--- src/rtl/uart_bram_responder.sv ---
// Responder for the row/column BRAM read protocol over an 8N1 UART link.
// Optional ROW->COL timeout is built only when UART_RESP_TIMEOUT_EN is defined.
module uart_bram_responder #(
    parameter int unsigned CLK_FREQ       = 50_000_000,
    parameter int unsigned BAUD_RATE      = 115200,
    parameter logic [15:0] BPS_NUM        = 16'd434,
    parameter logic [31:0] TIMEOUT_CYCLES = 32'd4_340_000
) (
    input  logic       clk,
    input  logic       rst,
    input  logic       uart_rx,
    output logic       uart_tx,
    input  logic       resp_enable,
    output logic       bram_rd_en,
    output logic [9:0] bram_rd_addr,
    input  logic [7:0] bram_rd_data,
    output logic [15:0] req_cnt,
    output logic       proto_err,
    output logic       busy
);

    // A zero BPS_NUM falls back to the value derived from the clock and baud rate.
    localparam logic [15:0] BitCycles = (BPS_NUM != 16'd0) ? BPS_NUM
                                                           : 16'(CLK_FREQ / BAUD_RATE);
    localparam logic [15:0] BitLast   = BitCycles - 16'd1;
    localparam logic [15:0] HalfLast  = (BitCycles >> 1) - 16'd1;

    typedef enum logic [1:0] {RxIdle, RxStart, RxData, RxStop} rx_state_e;
    typedef enum logic [2:0] {StIdle, StHaveRow, StRd, StRdWait, StTx} state_e;

    rx_state_e   rx_state_q;
    logic        rx_meta_q, rx_sync_q, rx_prev_q;
    logic [15:0] rx_cnt_q;
    logic [2:0]  rx_bit_q;
    logic [7:0]  rx_shift_q;
    logic        rx_vld_q;

    state_e      state_q;
    logic [4:0]  row_q;
    logic [8:0]  tx_shift_q;
    logic [15:0] tx_cnt_q;
    logic [3:0]  tx_bit_q;

    logic rx_stop_err;
    logic is_row, is_col, is_bad;

    assign rx_stop_err = (rx_state_q == RxStop) && (rx_cnt_q == BitLast) && !rx_sync_q;
    assign is_row      = rx_vld_q && (rx_shift_q[7:5] == 3'b000);
    assign is_col      = rx_vld_q && (rx_shift_q[7:5] == 3'b100);
    assign is_bad      = rx_vld_q && !is_row && !is_col;

    // Deserializer: every sample point is counted from the start-bit mid-point.
    always_ff @(posedge clk or posedge rst) begin
        if (rst) begin
            rx_meta_q  <= 1'b1;
            rx_sync_q  <= 1'b1;
            rx_prev_q  <= 1'b1;
            rx_state_q <= RxIdle;
            rx_cnt_q   <= 16'd0;
            rx_bit_q   <= 3'd0;
            rx_shift_q <= 8'd0;
            rx_vld_q   <= 1'b0;
        end else begin
            rx_meta_q <= uart_rx;
            rx_sync_q <= rx_meta_q;
            rx_prev_q <= rx_sync_q;
            rx_vld_q  <= 1'b0;
            unique case (rx_state_q)
                RxIdle: begin
                    if (rx_prev_q && !rx_sync_q) begin
                        rx_state_q <= RxStart;
                        rx_cnt_q   <= 16'd0;
                    end
                end
                RxStart: begin
                    if (rx_cnt_q == HalfLast) begin
                        rx_cnt_q   <= 16'd0;
                        rx_bit_q   <= 3'd0;
                        rx_state_q <= rx_sync_q ? RxIdle : RxData;
                    end else begin
                        rx_cnt_q <= rx_cnt_q + 16'd1;
                    end
                end
                RxData: begin
                    if (rx_cnt_q == BitLast) begin
                        rx_cnt_q   <= 16'd0;
                        rx_shift_q <= {rx_sync_q, rx_shift_q[7:1]};
                        rx_bit_q   <= rx_bit_q + 3'd1;
                        if (rx_bit_q == 3'd7) begin
                            rx_state_q <= RxStop;
                        end
                    end else begin
                        rx_cnt_q <= rx_cnt_q + 16'd1;
                    end
                end
                RxStop: begin
                    if (rx_cnt_q == BitLast) begin
                        rx_cnt_q   <= 16'd0;
                        rx_state_q <= RxIdle;
                        rx_vld_q   <= rx_sync_q;
                    end else begin
                        rx_cnt_q <= rx_cnt_q + 16'd1;
                    end
                end
                default: rx_state_q <= RxIdle;
            endcase
        end
    end

`ifdef UART_RESP_TIMEOUT_EN
    logic [31:0] to_cnt_q;
`else
    logic unused_timeout;
    assign unused_timeout = ^TIMEOUT_CYCLES;
`endif

    // Request FSM; busy is high exactly in StRd, StRdWait and StTx.
    always_ff @(posedge clk or posedge rst) begin
        if (rst) begin
            state_q      <= StIdle;
            row_q        <= 5'd0;
            tx_shift_q   <= 9'h1ff;
            tx_cnt_q     <= 16'd0;
            tx_bit_q     <= 4'd0;
            uart_tx      <= 1'b1;
            bram_rd_en   <= 1'b0;
            bram_rd_addr <= 10'd0;
            req_cnt      <= 16'd0;
            proto_err    <= 1'b0;
            busy         <= 1'b0;
`ifdef UART_RESP_TIMEOUT_EN
            to_cnt_q     <= 32'd0;
`endif
        end else begin
            bram_rd_en <= 1'b0;
            proto_err  <= rx_stop_err | is_bad | (rx_vld_q & busy);
            unique case (state_q)
                StIdle: begin
                    if (is_row) begin
                        row_q   <= rx_shift_q[4:0];
                        state_q <= StHaveRow;
`ifdef UART_RESP_TIMEOUT_EN
                        to_cnt_q <= 32'd0;
`endif
                    end else if (is_col) begin
                        proto_err <= 1'b1;
                    end
                end
                StHaveRow: begin
                    if (is_row) begin
                        row_q <= rx_shift_q[4:0];
`ifdef UART_RESP_TIMEOUT_EN
                        to_cnt_q <= 32'd0;
`endif
                    end else if (is_col) begin
                        if (resp_enable) begin
                            state_q      <= StRd;
                            bram_rd_en   <= 1'b1;
                            bram_rd_addr <= {row_q, rx_shift_q[4:0]};
                            busy         <= 1'b1;
                        end else begin
                            state_q <= StIdle;
                        end
`ifdef UART_RESP_TIMEOUT_EN
                    end else if (to_cnt_q == TIMEOUT_CYCLES - 32'd1) begin
                        state_q   <= StIdle;
                        row_q     <= 5'd0;
                        proto_err <= 1'b1;
                    end else begin
                        to_cnt_q <= to_cnt_q + 32'd1;
`endif
                    end
                end
                StRd: state_q <= StRdWait;
                StRdWait: begin
                    tx_shift_q <= {1'b1, bram_rd_data};
                    uart_tx    <= 1'b0;
                    tx_cnt_q   <= 16'd0;
                    tx_bit_q   <= 4'd0;
                    state_q    <= StTx;
                end
                StTx: begin
                    if (tx_cnt_q == BitLast) begin
                        tx_cnt_q <= 16'd0;
                        if (tx_bit_q == 4'd9) begin
                            state_q <= StIdle;
                            busy    <= 1'b0;
                            req_cnt <= req_cnt + 16'd1;
                        end else begin
                            // The shifted-in 1 becomes the stop bit after data bit 7.
                            uart_tx    <= tx_shift_q[0];
                            tx_shift_q <= {1'b1, tx_shift_q[8:1]};
                            tx_bit_q   <= tx_bit_q + 4'd1;
                        end
                    end else begin
                        tx_cnt_q <= tx_cnt_q + 16'd1;
                    end
                end
                default: state_q <= StIdle;
            endcase
        end
    end

endmodule

--- config.mk ---
export PLATFORM = sky130hd
export DESIGN_NAME = uart_bram_responder
export DESIGN_NICKNAME = d
export VERILOG_FILES = /design/src/rtl/uart_bram_responder.sv
export SDC_FILE = /design/constraint.sdc
export NUM_CORES = 1
export LEC_CHECK = 0
export ABC_AREA = 1
export BUFFER_PORTS_ARGS = -buffer_cell sky130_fd_sc_hd__buf_2
export CAP_MARGIN = 20
export CORE_MARGIN = 2
export CORE_UTILIZATION = 54
export DETAILED_ROUTE_END_ITERATION = 10
export MAX_ROUTING_LAYER = met4
export PLACE_DENSITY = 0.83
export REMOVE_ABC_BUFFERS = 1
export SETUP_SLACK_MARGIN = 0.05
export SLEW_MARGIN = 20
export SYNTH_ARGS = -nofsm -noshare
export SYNTH_HDL_FRONTEND = slang
export SYNTH_SLANG_ARGS = --single-unit
export TNS_END_PERCENT = 10
--- constraint.sdc ---
create_clock -name clk -period 5.42 [get_ports clk]
set_clock_uncertainty 0.2 [all_clocks]
set_input_delay 1.084 -clock clk [delete_from_list [all_inputs] [get_ports clk]]
set_output_delay 1.084 -clock clk [all_outputs]
set_load 0.01 [all_outputs]
* After elaboration in Yosys (flattened, before gate mapping) *
Cells that the tools add are included.

cells by class
  add/subtract/negate cells = 5
  equal/unequal tests = 25
  reductions and logical operators = 27
  multiplexer cells = 47
  bitwise gates (word level) = 4

operators by type and width
  cell                   number
  $mux 16                4
  $add 16x1->16 const B  3
  $pmux 16 s3            1
  $eq 16x9->1 const B    2
  $pmux 16 s2            1
  $ne 2x2->1 const B     11
  $mux 3                 7
  $mux 9                 2
  $pmux 9 s2             1
  $eq 16x8->1 const B    1
  $mux 1                 16
  $pmux 3 s5             1
  $mux 2                 7
  $reduce_and 5->1       2
  $eq 3x3->1 const B     3
  $reduce_and 3->1       3
  $mux 4                 2
  $pmux 2 s4             1
  $pmux 4 s2             1
  $logic_and 1x1->1      7
  $eq 3x2->1 const B     2
  $logic_not 3->1        2
  $pmux 3 s2             1
  $reduce_and 6->1       1
  other kinds (17)       26

storage, ports and cells
  input bits = 12
  register bits = 100
  output and inout bits = 30

* Logic depth before layout (Yosys ltp) *
Gate-level depths: netlist (run 1).

  word-level depth = 10
  mapped depth = 11
  depth with buffers taken out = 11

* Worst setup path after synthesis (run 1) *
OpenSTA, ideal clock, no wires.

  kind = input-to-reg
  start point = in resp_enable
  end point = reg bram_rd_addr[0]
  setup slack = 3,435 ps
  cell stages on the path = 6
  data required time = 5,094 ps
  buffers on the path = 1
  arrival = 1,659 ps
  path through = inv_1 > nor2_1 > nand4_1 > buf_2 > nand2_1 > o21ai_0

on the way
  word-level cells in the longest chain between the ends = 1

RTL lines
  item                               line  RTL
  start, declared                    13    input logic resp_enable,
  $reduce_and 4->1 (no source line)  --
  end signal, assigned               159   bram_rd_addr <= {row_q, rx_shift_q[4:0]};
  end, declared                      15    output logic [9:0] bram_rd_addr,

Every way passes these cells.
A chain may end at the register's enable or synchronous reset.

* Worst setup path in the final report (run 1) *
  start point = reg uart_tx
  end point = out uart_tx

RTL lines
  item                    line  RTL
  start, declared         12    output logic uart_tx,
  start signal, assigned  191   uart_tx <= tx_shift_q[0];

No word-level cell between the ends.

==> flow_metrics.py, run 1 <==
metrics = {
    "power": {
        "power_leakage_nw": 2.856,
        "powerDensity_nw_per_um2": 256.3,
        "seq_power_share_pct": 54.6,
        "power_w": 0.001472,
        "ir_drop_mv": 0.2278,
        "power_switching_w": 0.0004267,
        "combPwrFrac_pct": 11.1,
        "pwr-share-clk_pct": 34.3,
        "sw_frac_of_total_pct": 28.98,
        "p_int_w": 0.001046,
    },
    "finish": {
        "syn2layout_area_growth_pct": 9.307,
        "num-nets-final": 728,
        "n_antenna_cell": 0,
        "final_area_um2": 5746,
        "utilization_pct": 59.89,
        "drive_gt1_share_pct": 13.36,
    },
    "placed_design": {
        "hpwl_mm": 7.706,
        "gp_congestion": 0.9444,
        "place_ws_ns": 2.769,
        "placed_cell_area_um2": 5539,
        "port_buffers": 41,
    },
    "setup_path": {
        "crit_path_top_delay_cell": "dfstp_2",
        "critPathBufInv": 1,
        "critical_path_class": "register to primary output",
        "cp_top_family": "flip-flops",
        "path_cells": "buf_2",
        "cp-end-kind": "primary output",
        "startpoint": "uart_tx",
        "critPathMaxFanout": 2,
        "rr_startpoint": "state_q[2]",
        "cp.required_ns": 4.14,
        "critical_path.max_stage_delay_ns": 0.54,
        "cp-start-kind": "register",
        "cp.arrival_ns": 1.04,
    },
    "sta": {
        "fmax_mhz": 430.7,
        "slew_violations": 0,
        "setup_ws_ns": 3.098,
        "relSlewSlack_pct": 48.09,
        "final-setup-viol-count": 0,
        "tns_ns": 0,
        "rsz0062_at_grt": "no",
        "fin_crit_sh_pct": 42.84,
        "fin_crit_ns": 2.322,
        "hold_viol_final": 0,
        "worst_slew_pin_slew_ns": 0.7786,
    },
    "yosys": {
        "ys_types": 35,
        "ys_seq_area_share_pct": 47.42,
        "synthCells": 667,
        "avgSynthCellArea_um2": 7.880,
        "syn_area_um2": 5256,
        "synth_top_area_share_pct": 41.42,
        "synth-edff-count": 0,
        "synth.most_common_cell": "nand2_1",
        "yosys-top-cells-area": "dfrtp_1 (41%), nand2_1 (12%), nand3_1 (6.2%)",
        "ys_top_cells_by_count": "nand2_1 (172), dfrtp_1 (87), inv_1 (86)",
        "synth-seq-cells": 99,
        "ys_async_sr_fraction_pct": 100.0,
        "ys_warn_count": 0,
        "synth_top_area_cell": "dfrtp_1",
        "synth-main-ff-cell": "dfrtp_1",
    },
    "floorplanning": {
        "rows": 36,
        "die-height_um": 102.7,
        "die_w_um": 102.7,
        "io_pins": 42,
        "coreArea_um2": 9594,
        "dieArea_um2": 10540,
        "start_util_pct": 54.79,
    },
    "hold_path": {
        "hold_path_startpoint": "rx_meta_q",
        "hold_path.class": "register to register",
    },
    "clock_network": {
        "hold_buffers": 0,
        "cts_resized": 0,
        "clock-sinks": 99,
        "cts_tree": "yes",
        "cts_setup_buffers": 0,
        "root_buffer": "clkbuf_8",
        "clock_latency_ns": 0.38,
        "cts_buffers": 9,
        "cts_buffer_depth": 2,
        "h-tree-depth": 3,
        "clkSlewWorstSetupHoldPaths_ns": 0.10,
    },
    "job": {
        "max_cap_viol_count": 0,
    },
    "route": {
        "wl_per_cell_um": 12.76,
        "drt_iter0_markers": 152,
        "routed_wl_mm": 10.77,
        "vias": 4502,
        "ant_nets": 0,
        "first_pass_iters": 4,
        "route.detailed.drc": 0,
        "via_per_inst": 5.334,
    },
    "global_routing": {
        "gr-total-overflow": 0,
        "track_usage_pct": 22.50,
        "grt_max_degree": 66,
        "grt_pass1_vias": 4313,
        "grt_first_pass_wirelength_mm": 18.30,
        "antenna_found_initial": 0,
    },
    "run_status": {
        "status": "finished clean",
    },
}
-- per-layer routing --
layer  track usage [%]  vias up  share of wire [%]
li1                  -     2215                  -
met1             25.52     2191                 45
met2             38.81       80                 50
met3             5.153       16                3.8
met4             8.410        0                1.8
met5                 -        -                  0
-- power by group through the flow --
stage	registers (W)	logic [W]	clock network (W)
floorplan	0.000808	0.000124	0
global placement	0.000815	0.000154	0
detailed placement	0.000817	0.000166	0
CTS	0.000803	0.000165	0.000516
global route	0.000809	0.000189	0.000556
finish	0.000804	0.000163	0.000505
-- final timing paths --
path                                   end  slack (ns)  cells after the start
setup / recovery                   uart_tx        3.10                      1
hold / removal                   rx_sync_q        0.16                      0
setup reg to reg           bram_rd_addr[2]        3.27                      5
hold reg to reg                  rx_sync_q        0.16                      0
max in group asynchronous    tx_shift_q[2]        3.41                      3
min in group asynchronous     rx_cnt_q[11]        0.65                      2
-- through the flow --
stage / cells / hold WS, ns
global route: 844 / 0.1712
finish: 844 / 0.1632
detailed placement: 828 / 0.1490
floorplan: 653 / 0.1452
global placement: 828 / 0.1477
CTS: 844 / 0.1646
-- layout by cell type, fill, tap and decap left out, drive strengths merged --
cell type and count:
a21oi 10, and2 1, buf 42, bufinv 1, clkbuf 10, clkinv 1, dfrtp 87, dfstp 12
ha 10, inv 94, nand2 179, nand3 69, nand3b 2, nand4 17, nor2 65, nor3 15
o21ai 65, o21bai 1, o22ai 6, xnor2 7, xor2 17
-- flip-flops by register name, indices dropped and copies added (netlist names), named ones only --
| register | cells |
|---|---|
| rx_bit_q | 3 |
| rx_state_q | 1 |
| bram_rd_addr | 10 |
| state_q | 3 |
| tx_shift_q | 8 |
| busy | 1 |
| rx_vld_q | 1 |
| bram_rd_en | 1 |
| tx_cnt_q | 16 |
| row_q | 5 |
| rx_prev_q | 1 |
| rx_shift_q | 8 |
| rx_cnt_q | 16 |
| uart_tx | 1 |
| req_cnt | 16 |
| tx_bit_q | 4 |
| rx_sync_q | 1 |
| rx_meta_q | 1 |
| proto_err | 1 |
-- cell type report --
cell class                 instances  area [um^2]
clock inverter                     6        78.83
tap                              133        166.4
inverter                          90        345.3
clock buffer                      10        127.6
multi-input combinational        464         2322
sequential                        99         2492
fill                             836         3849
timing repair buffer              42        212.7
-- cells by family after synthesis --
family / after synthesis / synth area share [%]
DFF: 99 / 47.42
AOI/OAI and AO/OA: 82 / 8.427
xor gates and xnor gates: 24 / 3.999
buffers and inverters: 104 / 8.403
and+or+nand+nor: 348 / 29.37
adders and majority gates: 10 / 2.380
Power figures use the tool's default switching activity.
==> inputs of run 2 (changes only) <==
==> constraint.sdc (replaced) <==
create_clock -name clk -period 2.2 [get_ports clk]
set_clock_uncertainty 0.2 [all_clocks]
set_input_delay 0.44 -clock clk [delete_from_list [all_inputs] [get_ports clk]]
set_output_delay 0.44 -clock clk [all_outputs]
set_load 0.01 [all_outputs]
==> run 2 against run 1 <==
Sequential power increased by 150%. Via count increased by 0.31%. Global-route usage increased by 0.95 points.
==> flow_metrics.py, run 2 (synthesis results as in run 1) <==
metrics = {
    "setup_path": {
        "worst_r2r_endpoint": "rx_bit_q[1]",
        "cp-start-kind": "register",
        "critical_path.max_stage_delay_ns": 0.41,
        "crit_path_top_delay_cell": "dfrtp_1",
        "r2r_slack_ns": 0.21,
        "cp_top_family": "simple AND/OR/NAND/NOR gates",
        "rr_startpoint": "rx_cnt_q[1]",
        "startpoint": "rx_cnt_q[1]",
        "cp.depth": 9,
        "critPathBufInv": 2,
        "r2r_cells": 9,
        "path_cells": "inv_1 > ha_1 > inv_1 > nor2_1 > nand2_1 > nor2_2 > nand3_2 > o21ai_0 > o21ai_0",
        "critical_path_class": "register to register",
        "cp.required_ns": 2.28,
        "cp.arrival_ns": 2.07,
        "critPathMaxFanout": 17,
        "cp-endpoint": "rx_bit_q[1]",
        "cp-end-kind": "register",
    },
    "sta": {
        "whs_ns": 0.1144,
        "relSlewSlack_pct": 64.12,
        "hold_viol_final": 0,
        "slew_violations": 0,
        "fin_crit_ns": 1.990,
        "worst_slew_pin_slew_ns": 0.5353,
        "fmax_mhz": 502.4,
        "fin_crit_sh_pct": 90.47,
        "final-setup-viol-count": 0,
        "rsz0062_at_grt": "no",
    },
    "clock_network": {
        "cts_tree": "yes",
        "cts_buffers": 9,
        "root_buffer": "clkbuf_8",
        "cts_buffer_depth": 2,
        "h-tree-depth": 3,
        "cts_setup_buffers": 0,
        "clock-sinks": 99,
        "clock_latency_ns": 0.39,
        "hold_buffers": 2,
        "clkSlewWorstSetupHoldPaths_ns": 0.11,
        "cts_resized": 0,
    },
    "global_routing": {
        "grt_max_degree": 46,
        "grt_first_pass_wirelength_mm": 18.98,
        "grt_pass1_vias": 4400,
        "track_usage_pct": 23.45,
        "antenna_found_initial": 0,
        "gr-total-overflow": 0,
    },
    "hold_path": {
        "hold_path.class": "primary input to register",
    },
    "finish": {
        "reg_top3": "req_cnt (16), rx_cnt_q (16), tx_cnt_q (16)",
        "syn2layout_area_growth_pct": 11.88,
        "final_cell_mix": "nand2_1 (172), dfrtp_1 (87), inv_1 (85), nand3_1 (65), o21ai_0 (61)",
        "num-nets-final": 739,
        "drive_gt1_share_pct": 14.54,
        "n_antenna_cell": 0,
        "final_common_cell": "nand2_1",
        "ff_latch_area_um2": 2492,
        "multi_input_area_um2": 2322,
        "fillCellCount": 828,
    },
    "route": {
        "drt-met1-wl_mm": 4.925,
        "first_pass_iters": 4,
        "ant_nets": 0,
        "route.detailed.drc": 0,
        "drt_iter0_markers": 151,
        "met3_length_um": 566,
        "wl_met2_mm": 5.396,
        "wl_per_cell_um": 12.96,
        "via_per_inst": 5.282,
        "vias": 4516,
        "maxUsedRoutingLayer": "met4",
        "routed_wl_mm": 11.08,
    },
    "floorplanning": {
        "io_pins": 42,
        "rows": 36,
        "die_w_um": 102.7,
        "coreArea_um2": 9594,
        "dieArea_um2": 10540,
        "start_util_pct": 54.79,
        "die-height_um": 102.7,
    },
    "power": {
        "powerDensity_nw_per_um2": 630.6,
        "power_leakage_nw": 2.925,
        "ir_drop_mv": 0.5465,
        "power_w": 0.003708,
    },
    "placed_design": {
        "hpwl_mm": 8.051,
        "gp_congestion": 0.9629,
        "port_buffers": 41,
    },
    "job": {
        "max_cap_viol_count": 0,
    },
    "run_status": {
        "status": "finished clean",
    },
}
run 2: changes by cell type in the layout (fill, tap and decap cells not counted), sizes merged:
cell | before | now
buf | 42 | 51
clkbuf | 10 | 9
clkinv | 1 | 3
dlygate4sd3 | 0 | 2
inv | 94 | 93
run 2: power breakdown:
group / total [W] / leakage (nW) / internal [W] / switching (W)
Combinational: 0.000432 / 1.51 / 0.000146 / 0.000286
Sequential: 0.00198 / 1.30 / 0.00190 / 0.0000846
Clock: 0.00129 / 0.115 / 0.000570 / 0.000724
run 2: worst min-delay path by stage:
stage / slack [ns] / end / start / cells past startpoint
floorplan: 0.15 / rx_sync_q / rx_meta_q / 0
global placement: 0.15 / rx_sync_q / rx_meta_q / 0
global route: 0.12 / tx_shift_q[7] / bram_rd_data[7] / 3
finish: 0.11 / tx_shift_q[7] / bram_rd_data[7] / 3
CTS: 0.10 / tx_shift_q[7] / bram_rd_data[7] / 3
detailed placement: 0.15 / rx_sync_q / rx_meta_q / 0
run 2: metal layers:
layer | up-vias | global-route usage [%]
met3 | 21 | 5.356
met1 | 2141 | 27.69
li1 | 2225 | -
met4 | 0 | 9.744
met2 | 129 | 38.76
met5 | - | -
run 2: stage by stage:
step | area (um^2) | util, % | setup TNS, ns | cells | setup WS [ns]
2_1_floorplan | 5157 | - | -92.01 | 653 | -1.011
3_3_place_gp | 5632 | 58.70 | 0 | 837 | 0.3669
3_5_place_dp | 5632 | 58.70 | 0 | 837 | 0.2449
4_1_cts | 5881 | 61.29 | 0 | 855 | 0.2339
5_1_grt | 5881 | 61.29 | 0 | 855 | 0.05560
6_report | 5881 | 61.29 | 0 | 855 | 0.2097
run 2: layout make-up:
cell class	instances	area share [%]
clock buffer	9	2.106
clock inverter	7	1.787
multi-input combinational	464	39.49
inverter	90	5.872
timing repair buffer	53	5.532
sequential	99	42.38
tap	133	2.830
run 2: worst register-to-register path, cell delays in order, from the launching register on:
cell	delay (ns)
dfrtp_1	0.41
inv_1	0.11
ha_1	0.18
inv_1	0.05
nor2_1	0.08
nand2_1	0.07
nor2_2	0.14
nand3_2	0.28
o21ai_0	0.24
o21ai_0	0.14
==> inputs of run 3 (changes only) <==
--- a/config.mk
+++ b/config.mk
@@ -10,6 +10,7 @@
 export CAP_MARGIN = 20
 export CORE_MARGIN = 2
 export CORE_UTILIZATION = 54
+export CTS_BUF_LIST = sky130_fd_sc_hd__clkbuf_2
 export DETAILED_ROUTE_END_ITERATION = 10
 export MAX_ROUTING_LAYER = met4
 export PLACE_DENSITY = 0.83
==> constraint.sdc (replaced) <==
create_clock -name clk -period 2 [get_ports clk]
set_clock_uncertainty 0.2 [all_clocks]
set_input_delay 0.4 -clock clk [delete_from_list [all_inputs] [get_ports clk]]
set_output_delay 0.4 -clock clk [all_outputs]
set_load 0.01 [all_outputs]
==> run 3 against run 2 <==
Combinational power increased by 22%. Sequential share of layout area decreased by 0.45 points. Final area increased by 1.1%. Largest cell class unchanged. Die area unchanged. Flip-flop and latch count unchanged. Cell count increased by 2.3%. Via count increased by 1.1%. Largest power group unchanged. Critical path depth unchanged. Sequential power increased by 10%.
==> flow_metrics.py, run 3 (synthesis results as in run 1) <==
metrics = {
    "power": {
        "power_leakage_nw": 2.963,
        "power_switching_w": 0.001121,
        "sw_frac_of_total_pct": 31.09,
        "ir_drop_mv": 0.4431,
        "pwr-share-clk_pct": 24.7,
        "seq_power_share_pct": 60.6,
        "powerDensity_nw_per_um2": 606.4,
        "combPwrFrac_pct": 14.7,
        "p_int_w": 0.002484,
    },
    "global_routing": {
        "grt_max_degree": 34,
        "track_usage_pct": 23.65,
        "antenna_found_initial": 0,
        "gr-total-overflow": 0,
        "grt_pass1_vias": 4498,
        "grt_first_pass_wirelength_mm": 19.11,
    },
    "clock_network": {
        "clock-sinks": 99,
        "clock_latency_ns": 0.62,
        "h-tree-depth": 3,
        "root_buffer": "clkbuf_2",
        "cts_tree": "yes",
        "cts_buffers": 9,
        "cts_buffer_depth": 2,
        "clkSlewWorstSetupHoldPaths_ns": 0.30,
    },
    "floorplanning": {
        "coreArea_um2": 9594,
        "io_pins": 42,
        "die-height_um": 102.7,
        "start_util_pct": 54.79,
        "dieArea_um2": 10540,
        "rows": 36,
        "die_w_um": 102.7,
    },
    "finish": {
        "syn2layout_area_growth_pct": 13.09,
        "reg_top3": "req_cnt (16), rx_cnt_q (16), tx_cnt_q (16)",
        "final_common_cell": "nand2_1",
        "instances_no_fill": 875,
        "final_area_um2": 5944,
        "final_cell_mix": "nand2_1 (172), dfrtp_1 (87), inv_1 (84), nand3_1 (65), o21ai_0 (61)",
        "drive_gt1_share_pct": 15.90,
        "n_antenna_cell": 0,
        "num-nets-final": 759,
    },
    "setup_path": {
        "critical_path.max_stage_delay_ns": 0.46,
        "cp-start-kind": "register",
        "critical_path_class": "register to register",
        "cp-end-kind": "register",
        "r2r_cells": 9,
        "path_cells": "inv_1 > ha_1 > nand3_1 > nor2_2 > nand2_2 > nand2_4 > nand2_2 > nand2_1 > nand2_1",
        "critPathMaxFanout": 13,
        "crit_path_top_delay_cell": "dfrtp_1",
        "r2r_slack_ns": 0.09,
        "rr_startpoint": "tx_cnt_q[1]",
        "cp.required_ns": 2.32,
        "cp.arrival_ns": 2.23,
        "worst_r2r_endpoint": "tx_bit_q[1]",
    },
    "sta": {
        "relSlewSlack_pct": 68.25,
        "fin_crit_ns": 1.908,
        "slew_violations": 0,
        "worst_slew_pin_slew_ns": 0.4727,
        "rsz0062_at_grt": "yes",
        "tns_ns": 0,
        "fmax_mhz": 524.2,
        "final-setup-viol-count": 0,
        "whs_ns": 0.08811,
        "setup_ws_ns": 0.09231,
        "hold_viol_final": 0,
        "fin_crit_sh_pct": 95.38,
    },
    "route": {
        "wl_per_cell_um": 12.95,
        "ant_nets": 0,
        "drt_iter0_markers": 193,
        "route.detailed.drc": 0,
        "first_pass_iters": 5,
        "routed_wl_mm": 11.33,
        "via_per_inst": 5.219,
        "vias": 4567,
    },
    "hold_path": {
        "hold_path.class": "primary input to async pin",
    },
    "run_status": {
        "status": "finished clean",
    },
    "job": {
        "max_cap_viol_count": 0,
    },
    "placed_design": {
        "place_ws_ns": 0.06744,
        "hpwl_mm": 8.334,
        "gp_congestion": 0.8815,
        "port_buffers": 41,
        "numPlacedInstances": 844,
        "placed_cell_area_um2": 5672,
    },
}
-- run 3: cell count changes in the layout (fill, tap and decap cells not counted), moves of 2 or more --
| cell | delta |
|---|---|
| clkinv_8 | -2 |
| inv_6 | +3 |
| buf_6 | +2 |
| clkbuf_8 | -9 |
| buf_4 | +11 |
| inv_8 | -2 |
| clkbuf_2 | +10 |
| dlygate4sd3_1 | +9 |
-- run 3: area by class of cell --
cell class / instances / area [um^2]
clock buffer: 10 / 50.05
clock inverter: 6 / 50.05
fill: 819 / 3650
inverter: 90 / 347.8
multi-input combinational: 464 / 2342
sequential: 99 / 2492
tap: 133 / 166.4
timing repair buffer: 73 / 495.5
-- run 3: repair_timing --
action,in CTS,in global routing
hold buffers,11,0
resized for setup,2,6
setup endpoints to repair,6,49
endpoints found under the hold margin,97,0
buffers inserted,2,2
-- run 3: power by group through the flow --
stage	logic, W	clock network (W)	registers, W
global route	0.000619	0.00100	0.00220
finish	0.000529	0.000892	0.00218
detailed placement	0.000468	0	0.00222
global placement	0.000444	0	0.00221
floorplan	0.000336	0	0.00219
CTS	0.000488	0.000937	0.00218
-- run 3: worst max path at each step --
stage / from / to / slack, ns / cells after the start
6_report: tx_cnt_q[1] / tx_bit_q[1] / 0.09 / 9
5_1_grt: rx_cnt_q[1] / rx_bit_q[0] / -0.02 / 9
4_1_cts: uart_tx / uart_tx / 0.04 / 1
3_5_place_dp: rx_cnt_q[1] / rx_bit_q[2] / 0.07 / 9
3_3_place_gp: rx_cnt_q[1] / rx_bit_q[2] / 0.17 / 9
2_1_floorplan: rst / async pin / -1.17 / 1
-- run 3: per-layer routing --
layer / up-vias / global-route usage, % / wire length (um)
met5: - / - / 0
met4: 0 / 8.308 / 159
met3: 17 / 6.576 / 650
met2: 149 / 39.22 / 5692
met1: 2130 / 27.72 / 4832
li1: 2271 / - / -
-- run 3: worst max-delay path, delay by kind of cell, from the launching register on --
family	cells	cell delay, ns
adders and majority gates	1	0.15
and+or+nand+nor	7	0.92
buffers and inverters	1	0.09
DFF	1	0.46
-- run 3: stage by stage --
stage	power (W)	util, %
finish	0.003605	61.96
floorplan	0.002526	-
global placement	0.002652	59.12
CTS	0.003609	61.61
detailed placement	0.002683	59.12
global route	0.003817	61.96
